==> config.mk <==
export PLATFORM = sky130hd
export DESIGN_NAME = adapter_pad_sched
export DESIGN_NICKNAME = d
export VERILOG_FILES = /design/src/rtl/adapter_pkg.sv /design/src/rtl/adapter_pad_sched_raster_stride_cnt.sv /design/src/rtl/adapter_pad_sched.sv
export SDC_FILE = /design/constraint.sdc
export NUM_CORES = 1
export LEC_CHECK = 0
export ABC_AREA = 1
export ABC_CLOCK_PERIOD_IN_PS = 2300
export CAP_MARGIN = 20
export CORE_MARGIN = 1
export CORE_UTILIZATION = 60
export DETAILED_ROUTE_END_ITERATION = 16
export DONT_BUFFER_PORTS = 1
export GPL_TIMING_DRIVEN = 0
export HOLD_SLACK_MARGIN = 0.02
export PLACE_DENSITY_LB_ADDON = 0.05
export SYNTH_ARGS = -nofsm -noshare
export SYNTH_HDL_FRONTEND = slang
export SYNTH_SLANG_ARGS = --single-unit
==> constraint.sdc <==
create_clock -name clk -period 2.3 [get_ports clk]
set_clock_uncertainty 0.1 [all_clocks]
set_input_delay 0.23 -clock clk [delete_from_list [all_inputs] [get_ports clk]]
set_output_delay 0.23 -clock clk [all_outputs]
set_load 0.01 [all_outputs]
==> src/rtl/adapter_pkg.sv <==
// Shared types and size helpers for the adapter pad scheduler.
// Padded-grid and window-count math lives here so counter and controller agree.
package adapter_pkg;

    typedef enum logic [1:0] {
        S_IDLE = 2'd0,
        S_SCAN = 2'd1,
        S_GAP  = 2'd2,
        S_FIN  = 2'd3
    } state_t;

    // Never returns less than 1 so degenerate sizes still give a legal vector.
    function automatic int clog2(input int v);
        int r;
        r = 0;
        while ((1 << r) < v) r++;
        return (r < 1) ? 1 : r;
    endfunction

    function automatic int padded(input int n, input int pad);
        return n + 2 * pad;
    endfunction

    function automatic int win_count(input int np, input int f, input int s);
        return (np - f) / s + 1;
    endfunction

    function automatic int last_win_pos(input int np, input int f, input int s);
        return (f - 1) + (win_count(np, f, s) - 1) * s;
    endfunction

    localparam int DEF_H        = 32;
    localparam int DEF_W        = 32;
    localparam int DEF_PAD      = 1;
    localparam int DEF_FH       = 3;
    localparam int DEF_FW       = 3;
    localparam int DEF_STRIDE_H = 1;
    localparam int DEF_STRIDE_W = 1;
    localparam int HP           = padded(DEF_H, DEF_PAD);
    localparam int WP           = padded(DEF_W, DEF_PAD);
    localparam int WIN_PER_ROW  = win_count(WP, DEF_FW, DEF_STRIDE_W);
    localparam int WIN_ROWS     = win_count(HP, DEF_FH, DEF_STRIDE_H);

endpackage

==> src/rtl/adapter_pad_sched_raster_stride_cnt.sv <==
// 2-D raster wrap counter over the padded grid, with stride phases that
// start counting once a full window fits in that dimension.
module raster_stride_cnt import adapter_pkg::*; #(
    parameter int HP       = 34,
    parameter int WP       = 34,
    parameter int FH       = 3,
    parameter int FW       = 3,
    parameter int STRIDE_H = 1,
    parameter int STRIDE_W = 1,
    parameter int RW       = clog2(HP),
    parameter int CW       = clog2(WP),
    parameter int RPW      = clog2(STRIDE_H),
    parameter int CPW      = clog2(STRIDE_W)
) (
    input  logic           clk,
    input  logic           rst,
    input  logic           clear,
    input  logic           adv,
    output logic [RW-1:0]  row,
    output logic [CW-1:0]  col,
    output logic [RPW-1:0] rph,
    output logic [CPW-1:0] cph,
    output logic           row_end,
    output logic           frame_end
);

    assign row_end   = (int'(col) == WP - 1);
    assign frame_end = row_end && (int'(row) == HP - 1);

    always_ff @(posedge clk) begin
        if (rst || clear) begin
            row <= '0;
            col <= '0;
            rph <= '0;
            cph <= '0;
        end else if (adv) begin
            if (row_end) begin
                col <= '0;
                cph <= '0;
                if (frame_end) begin
                    row <= '0;
                    rph <= '0;
                end else begin
                    row <= row + 1'b1;
                    // Phase stays 0 until the first full window row is reached.
                    if (int'(row) >= FH - 1)
                        rph <= (int'(rph) >= STRIDE_H - 1) ? '0 : rph + 1'b1;
                end
            end else begin
                col <= col + 1'b1;
                if (int'(col) >= FW - 1)
                    cph <= (int'(cph) >= STRIDE_W - 1) ? '0 : cph + 1'b1;
            end
        end
    end

endmodule

==> src/rtl/adapter_pad_sched.sv <==
// Frame sequencer: walks the zero-padded grid, stalls the source on pad
// positions and flags completed windows for the downstream EC block.
module adapter_pad_sched import adapter_pkg::*; #(
    parameter int H        = 32,
    parameter int W        = 32,
    parameter int PAD      = 1,
    parameter int FH       = 3,
    parameter int FW       = 3,
    parameter int STRIDE_H = 1,
    parameter int STRIDE_W = 1,
    parameter int P        = 1
) (
    input  logic                           clk,
    input  logic                           rst,
    input  logic                           start,
    input  logic                           in_en,
    output logic                           in_rdy,
    output logic                           pad_mux_sel,
    output logic                           wr_en,
    output logic [clog2(H+2*PAD)-1:0]      row_cnt,
    output logic [clog2(W+2*PAD)-1:0]      col_cnt,
    output logic                           win_valid,
    output logic                           tg_next,
    output logic                           busy,
    output logic                           done
);

    localparam int HPL          = padded(H, PAD);
    localparam int WPL          = padded(W, PAD);
    localparam int LAST_WIN_COL = last_win_pos(WPL, FW, STRIDE_W);
    localparam int RPW          = clog2(STRIDE_H);
    localparam int CPW          = clog2(STRIDE_W);
    localparam int GW           = clog2(P + 1);

    state_t          state;
    logic [GW-1:0]   gap_cnt;
    logic [RPW-1:0]  rph;
    logic [CPW-1:0]  cph;
    logic            row_end;
    logic            frame_end;
    logic            scan;
    logic            pad_pos;
    logic            at_window;
    logic            frame_start;

    assign scan        = (state == S_SCAN);
    assign frame_start = (state == S_IDLE) && start;

    // Pad decode uses only the registered position, never the source valid.
    assign pad_pos = (int'(row_cnt) < PAD) || (int'(row_cnt) >= H + PAD) ||
                     (int'(col_cnt) < PAD) || (int'(col_cnt) >= W + PAD);

    assign pad_mux_sel = scan && pad_pos;
    assign in_rdy      = scan && !pad_pos;
    assign wr_en       = scan && (pad_pos || in_en);
    assign busy        = (state != S_IDLE);
    assign done        = (state == S_FIN);

    assign at_window = (int'(row_cnt) >= FH - 1) && (int'(col_cnt) >= FW - 1) &&
                       (rph == '0) && (cph == '0);

    raster_stride_cnt #(
        .HP       (HPL),
        .WP       (WPL),
        .FH       (FH),
        .FW       (FW),
        .STRIDE_H (STRIDE_H),
        .STRIDE_W (STRIDE_W),
        .RW       (clog2(H+2*PAD)),
        .CW       (clog2(W+2*PAD)),
        .RPW      (RPW),
        .CPW      (CPW)
    ) u_cnt (
        .clk       (clk),
        .rst       (rst),
        .clear     (frame_start),
        .adv       (wr_en),
        .row       (row_cnt),
        .col       (col_cnt),
        .rph       (rph),
        .cph       (cph),
        .row_end   (row_end),
        .frame_end (frame_end)
    );

    always_ff @(posedge clk) begin
        if (rst) begin
            state     <= S_IDLE;
            gap_cnt   <= '0;
            win_valid <= 1'b0;
            tg_next   <= 1'b0;
        end else begin
            win_valid <= wr_en && at_window;
            tg_next   <= wr_en && at_window && (int'(col_cnt) == LAST_WIN_COL);
            case (state)
                S_IDLE: begin
                    if (start) state <= S_SCAN;
                end
                S_SCAN: begin
                    if (wr_en) begin
                        if (frame_end) begin
                            state <= S_FIN;
                        end else if (row_end && (P > 0)) begin
                            state   <= S_GAP;
                            gap_cnt <= '0;
                        end
                    end
                end
                S_GAP: begin
                    if (int'(gap_cnt) >= P - 1) state <= S_SCAN;
                    else                        gap_cnt <= gap_cnt + 1'b1;
                end
                S_FIN: begin
                    state <= S_IDLE;
                end
                default: state <= S_IDLE;
            endcase
        end
    end

endmodule

==> results.toml, run 1 <==
[routing]
dr.pass1.iters = 4
antenna_left = 0
drtIter0Drc = 24
vias = 946
wl_per_cell_um = 12.1
via_per_inst = 5.23
drc_errors = 0
drt-total-wl_um = 2200

[critical_path]
critPathTopFamily = "simple AND/OR/NAND/NOR gates"
crit_buf_inv = 3
slowest_stage = "dfxtp_1"
path_class = "reg2out"
path_common_cell = "inv_1"
r2r_end = "u_cnt.col[1]$_SDFFE_PP0P_"
r2r_start = "u_cnt.col[0]$_SDFFE_PP0P_"
path_cells = "inv_2, ha_1, nand3_1, nand2_1, inv_1, nand4_2, nand2_2, inv_1"
reg2regPathDepth = 10
cp_max_fo = 7
end_kind = "primary output"
worstSetupStartpoint = "u_cnt.col[0]$_SDFFE_PP0P_"
rrSetupSlack_ns = 0.52
start_kind = "flip-flop"
worstPathArrival_ns = 1.80
cp.required_ns = 1.97
cpPeakStageDelay_ns = 0.49

[grt]
antenna_found_initial = 0
use_met2_pct = 39.4
overflow = 0
grt_max_degree = 11
grt_pass1_vias = 862
grt_pass1_wl_um = 3590
grt_use_total_pct = 25.2
use_met1_pct = 31.6
gr-usage-met3_pct = 6.94
grt_busiest_layer = "met2"

[min_path]
worstHoldStart = "start"
hp-class = "in2reg"
hold_depth = 2
hold_end = "state[0]$_SDFFE_PP0P_"

[clocking]
numCtsBuffers = 3
clock_latency_ns = 0.28
cts_root_buffer = "clkbuf_4"
post_cts_buffers = 0
clock-sinks = 16
clkTransAtPathRegs_ns = 0.09
cts_tree = "yes"
cts_buffer_depth = 2
htreeDepth = 1

[layout]
finalNetCount = 170
layout-drive-gt1-share_pct = 14.7
area_delta_synth_final_pct = 6.46
n_antenna_cell = 0
final_cells = 181
fin_util_pct = 67.6

[sta]
fin_tns_setup_ns = 0
drv_slew = 0
slew_headroom_pct = 64.7
fmax_mhz = 469
worstMarginPinSlew_ns = 0.523
finalCritPeriodShare_pct = 92.6
finalHoldViolations = 0
setup_violations = 0
rsz0062_at_grt = "no"
setup_slack_ns = 0.170
fin_crit_ns = 2.13

[synthesis]
synth-xor-area-share_pct = 3.23
ys_ff_latch = 16
synth_top_family_by_area = "simple AND/OR/NAND/NOR gates"
synth-compound-area-share_pct = 9.34
yosys_warnings = 0
synth.distinct_cells = 30
synth.area.mux_share_pct = 0
ys_seq_area_share_pct = 29.5
syn-instance-count = 152
mappedNetlistArea_um2 = 1080
syn-num-nets = 164
syn_area_per_cell_um2 = 7.14
synthAdderAreaFrac_pct = 9.23
yosys.area_share.simple_pct = 37.5

[placement]
place_hpwl_um = 1690
gp_congestion = 0.786
io_buffers = 0
dp_worst_setup_slack_ns = 0.365
dpl.cell_count = 177

[status]
status = "completed"

[flow_run]
drv_cap = 0

[power_and_ir_drop]
peakVddDrop_v = 0.000366
leakagePower_nw = 0.575
p_per_area_nw_per_um2 = 421

[floorplanning]
coreArea_um2 = 1710
dieArea_um2 = 1980
start_util_pct = 63.5
boundaryPins = 23
rows = 15
die_h_um = 44.5
die_w_um = 44.5
worst register-to-register path, delay by kind of cell (launching register included):
family        cells  cell delay (ns)
simple gates      7             0.69
flops             1             0.49
fa+ha+maj         1             0.22
buf+inv           2             0.19
state kept, by name, summed over array words and instances, names as in the netlist:
name       count
u_cnt.row      6
win_valid      1
tg_next        1
state          2
u_cnt.col      6
through the flow:
stage | area [um2] | power (W) | hold WS (ns)
CTS | 1150 | 0.000493 | 0.0663
floorplan | 1080 | 0.000335 | 0.208
detailed placement | 1120 | 0.000345 | 0.218
finish | 1150 | 0.000487 | 0.0703
global placement | 1120 | 0.000343 | 0.218
global route | 1150 | 0.000516 | 0.114
logic make-up after synthesis:
| family | after synthesis |
|---|---|
| flops | 16 |
| simple gates | 80 |
| fa+ha+maj | 8 |
| compound gates | 14 |
| buf+inv | 30 |
| xor+xnor | 4 |
worst max path at each step:
stage	endpoint	slack, ns	depth (start not counted)
global route	wr_en	0.004	9
CTS	wr_en	0.04	10
global placement	wr_en	0.44	10
floorplan	wr_en	0.62	10
detailed placement	wr_en	0.37	10
finish	wr_en	0.17	8
cell type report:
cell class                 count  area [um2]
fill                         159         553
timing repair buffer           1        10.0
sequential                    16         324
buffer                         2        16.3
clock buffer                   3        22.5
tap                           25        31.3
inverter                      28         105
multi-input combinational    106         646
cells in the mapped netlist, drive strengths merged:
cell	n	share of area, %
nor3	7	3.7
nand2	30	11
nand3b	2	2.5
inv	28	9.7
o311ai	1	0.81
a21o	1	0.69
xor2	4	3.2
nor3b	2	1.8
o21ai	4	3.2
dfxtp	16	30
nand3	17	8.3
o21bai	1	0.69
ha	8	9.2
buf	2	1.5
a21oi	6	2.8
nor2	20	8.8
a211oi	1	1.2
nand4	2	1.7
placed cells by master (no fill, tap or decap), types with 2 or more instances in the layout:
master and n:
nor2_1 16, nor2_4 2, xor2_1 4, nand2_1 28, nand2_2 2, a21oi_1 6
dfxtp_2 3, nor2_2 2, ha_1 8, dfxtp_1 13, inv_1 27, nor3_1 6
clkbuf_4 3, nand3_1 16
report_power, final:
group / internal [W] / switching (W)
sequential: 0.000281 / 0.00000571
clock: 0.0000609 / 0.0000845
combinational: 0.0000185 / 0.0000364
total: 0.000360 / 0.000127
routing by layer:
layer | part of all wire (%) | wire length, um
met5 | 0 | 0
met2 | 45 | 998
met4 | 1.4 | 31
met1 | 49 | 1070
met3 | 4.2 | 92
repair_timing:
action | 4_1_cts | 5_1_grt
gates resized for setup | 0 | 5
hold endpoints to repair | 2 | 0
endpoints found under the setup margin | 0 | 2
hold buffers | 1 | 0
Note: power is estimated with default switching activity, not from simulation.
==> run 2, diff against run 1 <==
- ABC_CLOCK_PERIOD_IN_PS: 2300 -> 2100
- CELL_PAD_IN_SITES_DETAIL_PLACEMENT: unset -> 1
- CELL_PAD_IN_SITES_GLOBAL_PLACEMENT: unset -> 1
- CORE_UTILIZATION: 60 -> 43
- clock period: 2.3 -> 2.1 ns (I/O delays scaled with it)
==> results.toml, run 2 (synthesis results as in run 1) <==
[status]
status = "completed"

[sta]
finalCritPeriodShare_pct = 92.7
drv_slew = 0
setup_violations = 0
fmax_mhz = 513
slew_headroom_pct = 69.6
fin_tns_setup_ns = 0
worstMarginPinSlew_ns = 0.450
rsz0062_at_grt = "no"
fin_crit_ns = 1.95
finalHoldViolations = 0

[clocking]
cts_buffer_depth = 2
cts_tree = "yes"
cts_root_buffer = "clkbuf_4"
clkTransAtPathRegs_ns = 0.11
htreeDepth = 1
clock_latency_ns = 0.30
numCtsBuffers = 3
clock-sinks = 16

[min_path]
hold_end = "state[0]$_SDFFE_PP0P_"
worstHoldStart = "start"
hold_depth = 2
hp-class = "in2reg"

[layout]
reg_top3 = "u_cnt.col: 6 flops, u_cnt.row: 6 flops, state: 2 flops"
area_delta_synth_final_pct = 11.6
register_area_um2 = 330
layout-drive-gt1-share_pct = 20.8
mostFrequentLayoutCells = "25 x inv_1, 25 x nand2_1, 16 x nand3_1"
finalNetCount = 173
nFillCells = 300
n_antenna_cell = 0
final_area_um2 = 1210
multi_input_area_um2 = 669

[routing]
drt-total-wl_um = 2770
antenna_left = 0
drtIter0Drc = 7
dr.pass1.iters = 4
wl_per_cell_um = 14.8
vias = 1002
drc_errors = 0
via_per_inst = 5.36

[floorplanning]
dieArea_um2 = 2730
coreArea_um2 = 2300
die_w_um = 52.2
rows = 17
die_h_um = 52.2
boundaryPins = 23
start_util_pct = 47.2

[critical_path]
cp.required_ns = 1.79
path_class = "reg2out"
crit_buf_inv = 3
start_kind = "flip-flop"
critPathTopFamily = "simple AND/OR/NAND/NOR gates"
reg2regPathDepth = 11
r2r_start = "u_cnt.col[0]$_SDFFE_PP0P_"
end_kind = "primary output"
rrSetupSlack_ns = 0.30
worstPathArrival_ns = 1.64
slowest_stage = "dfxtp_4"
path_cells = "inv_2, ha_1, inv_1, nor2_1, nand3_1, nand2_2, nand3_1, nand2_2, inv_1"
r2r_end = "u_cnt.col[3]$_SDFFE_PP0P_"
cpPeakStageDelay_ns = 0.39
cp_max_fo = 6

[power_and_ir_drop]
p_int_w = 0.000396
leakagePower_nw = 0.590
peakVddDrop_v = 0.000371
swShare_pct = 28.9
combPwrFrac_pct = 12.3
seq_power_share_pct = 56.2
p_sw_w = 0.000161
p_per_area_nw_per_um2 = 460
clkPwrFrac_pct = 31.6

[placement]
io_buffers = 0
place_hpwl_um = 2110
gp_congestion = 0.736
placed_cell_area_um2 = 1120

[flow_run]
drv_cap = 0

[grt]
grt_pass1_vias = 998
grt_max_degree = 11
grt_pass1_wl_um = 4340
overflow = 0
antenna_found_initial = 0
grt_use_total_pct = 22.5
run 2: cell types whose count changed in the layout (fill, tap and decap cells not counted), moves of 2 or more:
cell | previous run | this run
nand2_2 | 2 | 4
inv_2 | 1 | 3
buf_4 | 0 | 3
dfxtp_4 | 0 | 2
nand2_1 | 28 | 25
inv_1 | 27 | 25
run 2: how the worst max path moves through the flow:
| stage | start | endpoint | cells after the start |
|---|---|---|---|
| 2_1_floorplan | u_cnt.row[0]$_SDFFE_PP0P_ | wr_en | 10 |
| 3_3_place_gp | u_cnt.row[0]$_SDFFE_PP0P_ | wr_en | 10 |
| 3_5_place_dp | u_cnt.row[1]$_SDFFE_PP0P_ | wr_en | 10 |
| 4_1_cts | u_cnt.col[0]$_SDFFE_PP0P_ | pad_mux_sel | 9 |
| 5_1_grt | u_cnt.col[0]$_SDFFE_PP0P_ | pad_mux_sel | 9 |
| 6_report | u_cnt.col[0]$_SDFFE_PP0P_ | pad_mux_sel | 9 |
run 2: worst reg2reg max path, stage by stage, from the launching register on:
cell and delay [ns]:
dfxtp_4 0.39, inv_2 0.10, ha_1 0.19, inv_1 0.05
nor2_1 0.08, nand3_1 0.09, nand2_2 0.10, nand3_1 0.14
nand2_2 0.11, buf_4 0.12, nand3_1 0.07, a21oi_1 0.17
run 2: power groups by stage:
stage | clock network [W] | registers (W) | logic, W
CTS | 0.000184 | 0.000314 | 0.0000634
finish | 0.000176 | 0.000313 | 0.0000684
floorplan | 0 | 0.000319 | 0.0000473
detailed placement | 0 | 0.000321 | 0.0000595
global placement | 0 | 0.000320 | 0.0000576
global route | 0.000192 | 0.000314 | 0.0000760
run 2: routing by layer:
metal / global-route usage, % / share of wire [%] / vias to the layer above
met2: 41.7 / 53 / 30
met5: 0 / 0 / -
met3: 8.12 / 5.2 / 10
met1: 22.9 / 39 / 465
li1: - / - / 497
met4: 7.89 / 2.1 / 0
run 2: what timing repair did:
item	4_1_cts	5_1_grt
hold endpoints to repair	2	0
resized for setup	6	10
pin swaps	0	2
hold buffers	1	0
buffers inserted	0	3
setup endpoints to repair	2	3
run 2: final cells by class:
| class | count | area share (%) |
|---|---|---|
| multi-input cells | 106 | 55.3 |
| flip-flops and latches | 16 | 27.3 |
| repair buffers | 4 | 2.69 |
| inverters | 28 | 8.68 |
| plain buffers | 2 | 1.34 |
| well taps | 28 | 2.89 |
| clock buffers | 3 | 1.86 |
run 2: stage by stage:
step,cells,power [W],setup slack [ns],hold slack (ns),utilization [%]
floorplan,152,0.000367,0.439,0.188,-
global placement,180,0.000378,0.218,0.201,48.7
detailed placement,180,0.000380,0.180,0.205,48.7
CTS,184,0.000561,0.0204,0.0477,50.9
global route,187,0.000582,0.0154,0.0504,52.7
finish,187,0.000557,0.152,0.0566,52.7
==> run 3, diff against run 2 <==
- CORE_UTILIZATION: 43 -> 46
- CTS_BUF_LIST: unset -> sky130_fd_sc_hd__clkbuf_2
==> results.toml, run 3 (synthesis results as in run 1) <==
[floorplanning]
boundaryPins = 23
die_w_um = 50.6
coreArea_um2 = 2210
start_util_pct = 49.0
dieArea_um2 = 2560
die_h_um = 50.6
rows = 17

[sta]
rsz0062_at_grt = "no"
setup_violations = 0
fin_crit_ns = 1.97
slew_headroom_pct = 66.9
drv_slew = 0
finalCritPeriodShare_pct = 93.9
setup_slack_ns = 0.128
finalHoldViolations = 0
fin_tns_setup_ns = 0
worstMarginPinSlew_ns = 0.490
fmax_mhz = 507

[critical_path]
path_cells = "inv_2, ha_1, nand3_2, nand2_1, inv_1, nand4_4, nand2_4, inv_1"
cp_max_fo = 6
reg2regPathDepth = 10
slowest_stage = "dfxtp_2"
crit_buf_inv = 3
path_class = "reg2out"
cp.required_ns = 1.79
end_kind = "primary output"
cpPeakStageDelay_ns = 0.42
worstPathArrival_ns = 1.66
critPathTopFamily = "simple AND/OR/NAND/NOR gates"
start_kind = "flip-flop"
path_common_cell = "inv_1"
path_depth = 8

[clocking]
cts_buffer_depth = 2
cts_root_buffer = "clkbuf_2"
htreeDepth = 1
clock_latency_ns = 0.28
clock-sinks = 16
numCtsBuffers = 3
cts_tree = "yes"
clkTransAtPathRegs_ns = 0.15

[layout]
layout-drive-gt1-share_pct = 21.4
final_area_um2 = 1210
nFillCells = 300
area_delta_synth_final_pct = 11.8
mostFrequentLayoutCells = "26 x inv_1, 25 x nand2_1, 15 x nor2_1, 15 x nand3_1, 11 x dfxtp_1"
reg_top3 = "u_cnt.col: 6 flops, u_cnt.row: 6 flops, state: 2 flops"
final_common_cell = "inv_1"
n_antenna_cell = 0
finalNetCount = 173

[grt]
antenna_found_initial = 0
grt_max_degree = 11
grt_pass1_vias = 988
grt_use_total_pct = 23.0
grt_pass1_wl_um = 4370
overflow = 0

[placement]
placed_cell_area_um2 = 1120
dp_worst_setup_slack_ns = 0.183
place_hpwl_um = 2060
gp_congestion = 0.778
io_buffers = 0

[routing]
via_per_inst = 5.26
antenna_left = 0
drt-total-wl_um = 2710
wl_per_cell_um = 14.5
vias = 984
drtIter0Drc = 11
dr.pass1.iters = 4
drc_errors = 0

[power_and_ir_drop]
leakagePower_nw = 0.596
peakVddDrop_v = 0.000251
p_per_area_nw_per_um2 = 421

[status]
status = "completed"

[flow_run]
drv_cap = 0

[min_path]
hold_depth = 2
hp-class = "in2reg"
-- run 3: cell counts in the layout (fill, tap and decap cells not counted) --
Identical to the previous run, type by type.
-- run 3: worst paths after layout --
check                                                from                         to  slack, ns
worst max-delay path            u_cnt.row[1]$_SDFFE_PP0P_                      wr_en       0.13
worst min-delay path                                start      state[0]$_SDFFE_PP0P_       0.06
worst max register to register  u_cnt.row[1]$_SDFFE_PP0P_  u_cnt.col[2]$_SDFFE_PP0P_       0.27
worst min register to register  u_cnt.row[1]$_SDFFE_PP0P_  u_cnt.row[1]$_SDFFE_PP0P_       0.47
-- run 3: area by class of cell --
class / count / area, um2 / area share (%)
clock buffers: 3 / 15.0 / 1.24
inverters: 28 / 105 / 8.67
flip-flops and latches: 16 / 334 / 27.6
plain buffers: 2 / 16.3 / 1.34
multi-input cells: 106 / 674 / 55.6
repair buffers: 4 / 32.5 / 2.68
well taps: 28 / 35.0 / 2.89
-- run 3: stage by stage --
stage	hold WS (ns)	util, %	power, W	cells
global placement	0.200	50.6	0.000378	180
CTS	0.0592	52.5	0.000520	184
floorplan	0.188	-	0.000367	152
finish	0.0621	54.8	0.000511	187
detailed placement	0.203	50.6	0.000381	180
global route	0.0648	54.8	0.000541	187
-- run 3: metal layers --
layer,up-vias,global-route usage [%],part of all wire (%)
li1,498,-,-
met1,464,26.8,44
met2,18,42.0,52
met3,4,3.33,2.5
met4,0,8.33,0.92
met5,-,0,0
-- run 3: timing repair --
action                                  4_1_cts  5_1_grt
pin swaps                                     0        1
endpoints found under the setup margin        2        3
endpoints found under the hold margin         2        0
resized for setup                             6       12
cloned                                        0        0
hold buffers                                  1        0
buffers inserted                              0        3
-- run 3: where the power goes --
part	total [W]	internal (W)	switching, W
registers	0.000312	0.000306	0.00000658
clock network	0.000132	0.0000390	0.0000928
logic	0.0000668	0.0000213	0.0000456
